### src/rtl/player_motion_ctl.sv
// player_motion_ctl: per-player position controller driven by frame ticks.
// x moves by STEP with clamping; y follows a GROUND/JUMP_UP/FALL FSM with
// integer gravity. Optional build macro: PLAYER_DOUBLE_JUMP_EN (one extra
// jump allowed while airborne).

package state_pkg;
    typedef enum logic [1:0] {
        START   = 2'd0,
        LEVEL_1 = 2'd1,
        FINISH  = 2'd2
    } g_state;
endpackage

module player_motion_ctl
    import state_pkg::*;
#(
    parameter int unsigned X_START  = 32,
    parameter int unsigned X_MIN    = 0,
    parameter int unsigned X_MAX    = 960,
    parameter int unsigned STEP     = 4,
    parameter int unsigned GROUND_Y = 600,
    parameter int unsigned Y_MIN    = 16,
    parameter int unsigned JUMP_V   = 12,
    parameter int unsigned GRAVITY  = 1,
    parameter int unsigned V_MAX    = 12
) (
    input  logic        clk,
    input  logic        rst,
    input  logic        frame_tick,
    input  g_state      game_state,
    input  logic        move_left,
    input  logic        move_right,
    input  logic        jump,
    output logic [11:0] xpos_player,
    output logic [11:0] ypos_player,
    output logic        airborne
);

    typedef enum logic [1:0] {
        GROUND  = 2'd0,
        JUMP_UP = 2'd1,
        FALL    = 2'd2
    } motion_e;

    localparam logic [12:0] X_START_C  = 13'(X_START);
    localparam logic [12:0] X_MIN_C    = 13'(X_MIN);
    localparam logic [12:0] X_MAX_C    = 13'(X_MAX);
    localparam logic [12:0] STEP_C     = 13'(STEP);
    localparam logic [12:0] GROUND_Y_C = 13'(GROUND_Y);
    localparam logic [12:0] Y_MIN_C    = 13'(Y_MIN);
    localparam logic [5:0]  JUMP_V_C   = 6'(JUMP_V);
    localparam logic [5:0]  GRAVITY_C  = 6'(GRAVITY);
    localparam logic [6:0]  V_MAX_C    = 7'(V_MAX);

    motion_e     state_q, state_d;
    logic [11:0] x_q, x_d;
    logic [11:0] y_q, y_d;
    logic [5:0]  vel_q, vel_d;
    logic        jump_prev_q, jump_prev_d;
    logic        pending_q, pending_d;
    logic        airborne_q, airborne_d;
    logic        dj_take;

`ifdef PLAYER_DOUBLE_JUMP_EN
    logic        double_q, double_d;
`endif

    // 13-bit working values so left moves and ascent cannot wrap
    logic [12:0] x13, y13, x_dn, x_up, y_up, y_fall;
    logic [6:0]  vel_sum, vel_fall;

    // State register: all motion flops, asynchronous active-low reset
    always_ff @(posedge clk or negedge rst) begin
        if (!rst) begin
            state_q     <= GROUND;
            x_q         <= X_START_C[11:0];
            y_q         <= GROUND_Y_C[11:0];
            vel_q       <= '0;
            jump_prev_q <= 1'b0;
            pending_q   <= 1'b0;
            airborne_q  <= 1'b0;
`ifdef PLAYER_DOUBLE_JUMP_EN
            double_q    <= 1'b0;
`endif
        end else begin
            state_q     <= state_d;
            x_q         <= x_d;
            y_q         <= y_d;
            vel_q       <= vel_d;
            jump_prev_q <= jump_prev_d;
            pending_q   <= pending_d;
            airborne_q  <= airborne_d;
`ifdef PLAYER_DOUBLE_JUMP_EN
            double_q    <= double_d;
`endif
        end
    end

    // Next-state: level reset, jump edge capture, per-tick x and y motion
    always_comb begin
        state_d     = state_q;
        x_d         = x_q;
        y_d         = y_q;
        vel_d       = vel_q;
        pending_d   = pending_q;
        jump_prev_d = jump;
        dj_take     = 1'b0;
`ifdef PLAYER_DOUBLE_JUMP_EN
        double_d    = double_q;
        dj_take     = pending_q && !double_q;
`endif
        x13      = {1'b0, x_q};
        y13      = {1'b0, y_q};
        x_dn     = x13 - STEP_C;
        x_up     = x13 + STEP_C;
        y_up     = y13 - {7'd0, vel_q};
        vel_sum  = {1'b0, vel_q} + {1'b0, GRAVITY_C};
        vel_fall = (vel_sum > V_MAX_C) ? V_MAX_C : vel_sum;
        y_fall   = y13 + {6'd0, vel_fall};

        if (game_state != LEVEL_1) begin
            x_d       = X_START_C[11:0];
            y_d       = GROUND_Y_C[11:0];
            state_d   = GROUND;
            vel_d     = '0;
            pending_d = 1'b0;
`ifdef PLAYER_DOUBLE_JUMP_EN
            double_d  = 1'b0;
`endif
        end else begin
            // an edge coinciding with a tick is kept for the following tick
            if (jump && !jump_prev_q)
                pending_d = 1'b1;
            else if (frame_tick)
                pending_d = 1'b0;

            if (frame_tick) begin
                if (move_left && !move_right)
                    x_d = (x_dn[12] || x_dn < X_MIN_C) ? X_MIN_C[11:0] : x_dn[11:0];
                else if (move_right && !move_left)
                    x_d = (x_up > X_MAX_C) ? X_MAX_C[11:0] : x_up[11:0];

                if (dj_take && state_q != GROUND) begin
                    vel_d   = JUMP_V_C;
                    state_d = JUMP_UP;
`ifdef PLAYER_DOUBLE_JUMP_EN
                    double_d = 1'b1;
`endif
                end else begin
                    case (state_q)
                        GROUND: begin
`ifdef PLAYER_DOUBLE_JUMP_EN
                            double_d = 1'b0;
`endif
                            if (pending_q) begin
                                vel_d   = JUMP_V_C;
                                state_d = JUMP_UP;
                            end
                        end
                        JUMP_UP: begin
                            if (y13 <= Y_MIN_C + {7'd0, vel_q}) begin
                                y_d     = Y_MIN_C[11:0];
                                vel_d   = '0;
                                state_d = FALL;
                            end else begin
                                y_d = y_up[11:0];
                                if (GRAVITY_C >= vel_q) begin
                                    vel_d   = '0;
                                    state_d = FALL;
                                end else begin
                                    vel_d = vel_q - GRAVITY_C;
                                end
                            end
                        end
                        FALL: begin
                            if (y_fall >= GROUND_Y_C) begin
                                y_d     = GROUND_Y_C[11:0];
                                vel_d   = '0;
                                state_d = GROUND;
`ifdef PLAYER_DOUBLE_JUMP_EN
                                double_d = 1'b0;
`endif
                            end else begin
                                y_d   = y_fall[11:0];
                                vel_d = vel_fall[5:0];
                            end
                        end
                        default: begin
                            state_d = GROUND;
                            vel_d   = '0;
                        end
                    endcase
                end
            end
        end

        airborne_d = (state_d != GROUND);
    end

    assign xpos_player = x_q;
    assign ypos_player = y_q;
    assign airborne    = airborne_q;

endmodule

### config.mk
export PLATFORM = sky130hd
export DESIGN_NAME = player_motion_ctl
export DESIGN_NICKNAME = d
export VERILOG_FILES = /design/src/rtl/player_motion_ctl.sv
export SDC_FILE = /design/constraint.sdc
export NUM_CORES = 1
export LEC_CHECK = 0
export ABC_AREA = 1
export CORE_ASPECT_RATIO = 0.75
export CORE_MARGIN = 2
export CORE_UTILIZATION = 53
export CTS_CLUSTER_SIZE = 28
export DETAILED_ROUTE_END_ITERATION = 6
export HOLD_SLACK_MARGIN = 0.12
export PLACE_DENSITY = 0.78
export SLEW_MARGIN = 10
export SYNTH_ARGS = -nofsm -noshare
export SYNTH_HDL_FRONTEND = slang
export SYNTH_SLANG_ARGS = --single-unit
export TNS_END_PERCENT = 20
### constraint.sdc
create_clock -name clk -period 3.05 [get_ports clk]
set_input_delay 0.915 -clock clk [delete_from_list [all_inputs] [get_ports clk]]
set_output_delay 0.915 -clock clk [all_outputs]
set_load 0.005 [all_outputs]
Word level (Yosys, flattened, before mapping)
Cells that the tools add are included.
- register bits after elaboration: 35
- output and inout bits: 25
- bits of input ports: 8
- logic and storage cells: 69
- order comparisons: 6
- muxes and demuxes: 29
- add/subtract/negate cells: 7
- reductions and logical operators: 16
- equality and inequality tests: 4
- operators by type and width (operator ; number):
    2-to-1 mux 12 bit ; 10
    2-to-1 mux 6 bit ; 6
    case mux 12 bit (2 select lines) ; 1
    case mux 6 bit (3 select lines) ; 1
    adder 12 x 3 -> 13 bit (second input constant) ; 1
    adder 12 x 7 -> 13 bit ; 1
    >= comparator 13 x 10 -> 1 bit (second input constant) ; 1
    > comparator 13 x 10 -> 1 bit (second input constant) ; 1
    < comparator 13 x 1 -> 1 bit (second input constant) ; 1
    subtractor 12 x 3 -> 13 bit (second input constant) ; 1
    less-or-equal comparator 12 x 7 -> 1 bit ; 1
    2-to-1 mux 2 bit ; 6
    subtractor 12 x 6 -> 12 bit ; 1
    nonzero test 3 bit ; 3
    adder 5 x 6 -> 7 bit (first input constant) ; 1
    adder 6 x 1 -> 7 bit (second input constant) ; 1
    > comparator 7 x 4 -> 1 bit (second input constant) ; 1
    2-to-1 mux 7 bit ; 1
    >= comparator 1 x 6 -> 1 bit (first input constant) ; 1
    case mux 2 bit (3 select lines) ; 1
    AND reduction 2 bit ; 3
    subtractor 6 x 1 -> 6 bit (second input constant) ; 1
    nonzero test 2 bit ; 2
    logical AND 1 bit ; 3
    other kinds (8) ; 12

Depth between registers and ports, before layout
- word-level depth: 10
- gate-level depth with buffers: 24
- depth with buffers taken out: 23

Worst setup path before layout
Ideal clock, no wire load.
- path type: register -> register
- from: register vel_q[0]
- to: register airborne_q, in the netlist airborne
- setup slack: 0.210 ns
- buffers on the path: 0
- arrival: 2.722 ns
- setup time: 0.118 ns
- period minus slack after synthesis: 2.840 ns
- stages on the path, launching flop included: 24
- cell sequence: dfrtp_1 > ha_1 > nand3_1 > nor3_1 > a21oi_1 > nor2_2 > nand2_1 > a21oi_1 > ha_1 > fa_1 > nand2_1 > nand2_2 > nand3_2 > nand2_2 > nand2_1 > nand2_1 > nand2_1 > inv_1 > nand2_1 > nand2_2 > nand2_2 > nand3_1 > nand2_1 > nand2_1
- longest elaborated chain between the ends: 10
- elaborated cells on any way between the ends: 15
- those cells by class: add/sub: 3; order compare: 4; mux: 7; reduce/logical: 1
- ends and longest elaborated chain (item ; line ; text):
    from (decl) ; 58 ; logic [5:0] vel_q, vel_d;
    from (signal assigned) ; 89 ; vel_q <= vel_d;
    adder 6 x 1 -> 7 bit ; 117 ; vel_sum = {1'b0, vel_q} + {1'b0, GRAVITY_C};
    > comparator 7 x 4 -> 1 bit ; 118 ; vel_fall = (vel_sum > V_MAX_C) ? V_MAX_C : vel_sum;
    2-to-1 mux 7 bit ; 118 ;
    adder 12 x 7 -> 13 bit ; 119 ; y_fall = y13 + {6'd0, vel_fall};
    >= comparator 13 x 10 -> 1 bit ; 176 ; if (y_fall >= GROUND_Y_C) begin
    2-to-1 mux 2 bit ; 176 ;
    case mux 2 bit (3 select lines) (*) ; 150 ; case (state_q)
    2-to-1 mux 2 bit (*) ; 137 ; if (frame_tick) begin
    2-to-1 mux 2 bit (*) ; 121 ; if (game_state != LEVEL_1) begin
    nonzero test 2 bit (*) ; 197 ; airborne_d = (state_d != GROUND);
    net airborne_d ; 61 ; logic airborne_q, airborne_d;
    to (signal assigned) ; 92 ; airborne_q <= airborne_d;
    to (decl) ; 61 ;
Mark *: on every way through the listed nets, which the timed path passes. The rest lies on a longest branch.
A chain may end at the register's enable or synchronous reset.

Worst setup path in the final report
- from: register vel_q[0]
- to: register y_q[8], in the netlist ypos_player[8]
- longest elaborated chain between the ends: 9
- elaborated cells on any way between the ends: 13
- those cells by class: add/sub: 4; order compare: 3; mux: 6
- ends and longest elaborated chain (item ; line ; text):
    adder 6 x 1 -> 7 bit ; 117 ;
    > comparator 7 x 4 -> 1 bit ; 118 ;
    2-to-1 mux 7 bit ; 118 ;
    adder 12 x 7 -> 13 bit ; 119 ;
    >= comparator 13 x 10 -> 1 bit ; 176 ;
    2-to-1 mux 12 bit ; 176 ;
    case mux 12 bit (2 select lines) (*) ; 150 ;
    2-to-1 mux 12 bit (*) ; 137 ;
    2-to-1 mux 12 bit (*) ; 121 ;
    to (signal assigned) ; 77 ; y_q <= GROUND_Y_C[11:0];
    to (signal assigned) ; 88 ; y_q <= y_d;
    to (decl) ; 57 ; logic [11:0] y_q, y_d;
Every way passes the cells marked *; elsewhere a longest branch is shown, timed or not. The select of a mux whose other input is x is not followed.

==> flow_summary.toml <==
[critical_path]
crit_required_ns = 3.24
crit_top_cell = "nand2_2"
cp_top_family = "simple AND/OR/NAND/NOR gates"
crit_type = "reg2reg"
start_kind = "flip-flop"
cp-startpoint = "vel_q[0]"
cp_slowest_cell = "dfrtp_1"
reg2reg_from = "vel_q[0]"
endpoint_kind = "flip-flop"
max_stage_delay_ns = 0.43
cp_cell_sequence = "ha_4, nand3_1, nor3_1, a21oi_1, nor2_4, nand2_2, a21oi_2, ha_2, fa_2, nand2_2, nand2_4, nand3_2, nand2_2, inv_1, nand2_1, nand2_1, nand2_2, nor2_4, buf_12, nand3_4, o21ai_1"
crit_path_max_fanout = 7
critical_path_arrival_ns = 3.18
cp.buffers_inverters = 2

[hold_path]
min_from = "jump_prev_q"
hold_path_class = "reg2reg"

[timing]
hold_viol = 0
finalSetupTns_ns = 0
finalCritPeriodShare_pct = 97.8
drv_slew = 0
finalCriticalPeriod_ns = 2.98
hold_slack_ns = 0.496
rsz0062_at_grt = "yes"
finClkSkew_ns = 0.00417
setup_viol = 0
max_freq_mhz = 335

[cts]
numCtsBuffers = 5
cts_buffer_depth = 2
cts.sinks = 33
h-tree-depth = 2
clock_latency_ns = 0.29
clockRootBuffer = "clkbuf_8"
cts_tree = "done"
clkTransAtPathRegs_ns = 0.07

[power]
p_per_area_mw_per_mm2 = 240
ir_drop_mv = 0.158
p_total_mw = 1.01
p_leak_nw = 2.14

[cells_and_area]
drive_gt1_share_pct = 18.2
diodes = 0
layout_common_cells = "nand2_1, inv_1, nor2_1"
fillers = 528
final_util_pct = 67.3
area_growth_pct = 23.3
layout_commonest_cell = "nand2_1"
num-nets-final = 616

[placed_design]
hpwl_um = 7220
numPortBuffers = 30
gp_congestion = 0.979

[die]
boundaryPins = 33
start_util_pct = 54.6
die_y_um = 73.5
die-area_mm2 = 0.00711
rows = 25
die_w_um = 96.7
core_area_mm2 = 0.00626

[logic_synthesis]
synth_ff_type = "dfrtp_1"
ys_warn_count = 0
synth_cell_types = 44
ys_async_sr_fraction_pct = 100
synth-seq-cells = 33
seq_area_frac_synth_pct = 24.4
synth_cells = 528
synth_area_mm2 = 0.00341
synth-edff-count = 0
synth_area_per_cell_um2 = 6.47

[status]
outcome = "complete, no violations"

[global_route]
grt-busiest-layer = "met2"
use_met3_pct = 6.66
grt_util_met2_pct = 43.5
grt_pass1_wl_um = 15500
antenna_found_initial = 0
gr-total-overflow = 0
grt_max_degree = 34
first_global_vias = 3266
grtUsageMet1_pct = 37.0
grt_use_total_pct = 26.7

[routing]
drt_iter0_drc = 252
firstDrtPassIters = 7
wl_um = 9780
detail-route-antenna-nets = 0
via_per_inst = 5.53
vias = 3674
drcViolationCount = 0
routedWlPerCell_um = 14.7

[job]
maxCapViolCount = 0
## area by class of cell
| class | instances | area [um^2] | share of cell area (%) |
|---|---|---|---|
| clock buffers | 8 | 90.1 | 2.14 |
| repair buffers | 52 | 482 | 11.4 |
| inverters | 86 | 325 | 7.72 |
| well taps | 81 | 101 | 2.41 |
| flip-flops and latches | 33 | 833 | 19.8 |
| multi-input cells | 404 | 2380 | 56.5 |
## routing by layer
metal,part of all wire (%),vias up
li1,-,1808
met1,47,1706
met2,45,147
met3,7.8,13
met4,0.92,0
met5,0,-
## worst min-delay path, stage by stage (launching register included)
cell,delay [ns]
dfrtp_1,0.33
inv_1,0.03
nand2_1,0.04
a21oi_1,0.05
## power breakdown
part / internal [mW] / switching (mW) / leakage (nW)
Sequential: 0.445 / 0.00904 / 0.438
Clock: 0.184 / 0.170 / 0.0455
Combinational: 0.0771 / 0.127 / 1.66
## kinds of logic after synthesis
kind of cell | after synthesis | synth area share (%)
and+or+nand+nor | 281 | 37.9
buffers and inverters | 95 | 11.1
AOI/OAI and AO/OA | 79 | 13.0
DFF | 33 | 24.4
adders and majority gates | 26 | 9.97
xor gates and xnor gates | 13 | 3.55
other | 1 | 0.110
## registers in the layout (all words and copies together) (netlist names)
signal	count
airborne	1
jump_prev_q	1
pending_q	1
state_q	2
vel_q	6
xpos_player	10
ypos_player	12
## what timing repair did
item | in CTS | in global routing
gates resized for setup | 0 | 46
cloned | 0 | 0
hold buffers | 0 | 0
endpoints found under the setup margin | 10 | 16
endpoints found under the hold margin | 0 | 0
buffers inserted | 3 | 7
pin swaps | 0 | 28
## Yosys cell counts (all sizes together), types with 4 or more instances
library cell / n / share of area [%]
nand2: 154 / 17
inv: 85 / 9.3
nor2: 52 / 7.1
nand3: 39 / 6.3
o21ai: 36 / 5.6
a21oi: 30 / 4.6
dfrtp: 28 / 21
ha: 24 / 8.8
nand4: 21 / 4.0
xor2: 11 / 3.0
buf: 7 / 1.4
nor3: 7 / 1.3
dfstp: 5 / 3.8
o31ai: 5 / 1.1
nand3b: 4 / 0.88
## worst paths after layout
kind / endpoint / slack, ns / depth (start not counted)
worst max-delay path: ypos_player[8] / 0.07 / 21
worst min-delay path: pending_q / 0.50 / 3
worst max register to register: ypos_player[8] / 0.07 / 21
worst min register to register: pending_q / 0.50 / 3
max in group asynchronous: vel_q[3] / 1.65 / 2
min in group asynchronous: xpos_player[6] / 1.05 / 2
## per-stage QoR
stage,setup slack [ns],std cells,area (um^2)
after global placement,0.0785,646,3860
after global routing,-0.107,664,4210
after detailed placement,-0.0309,646,3860
final,0.0658,664,4210
after floorplan,0.210,532,3430
after CTS,0.0113,657,3980
(Power assumes the default switching activity.)
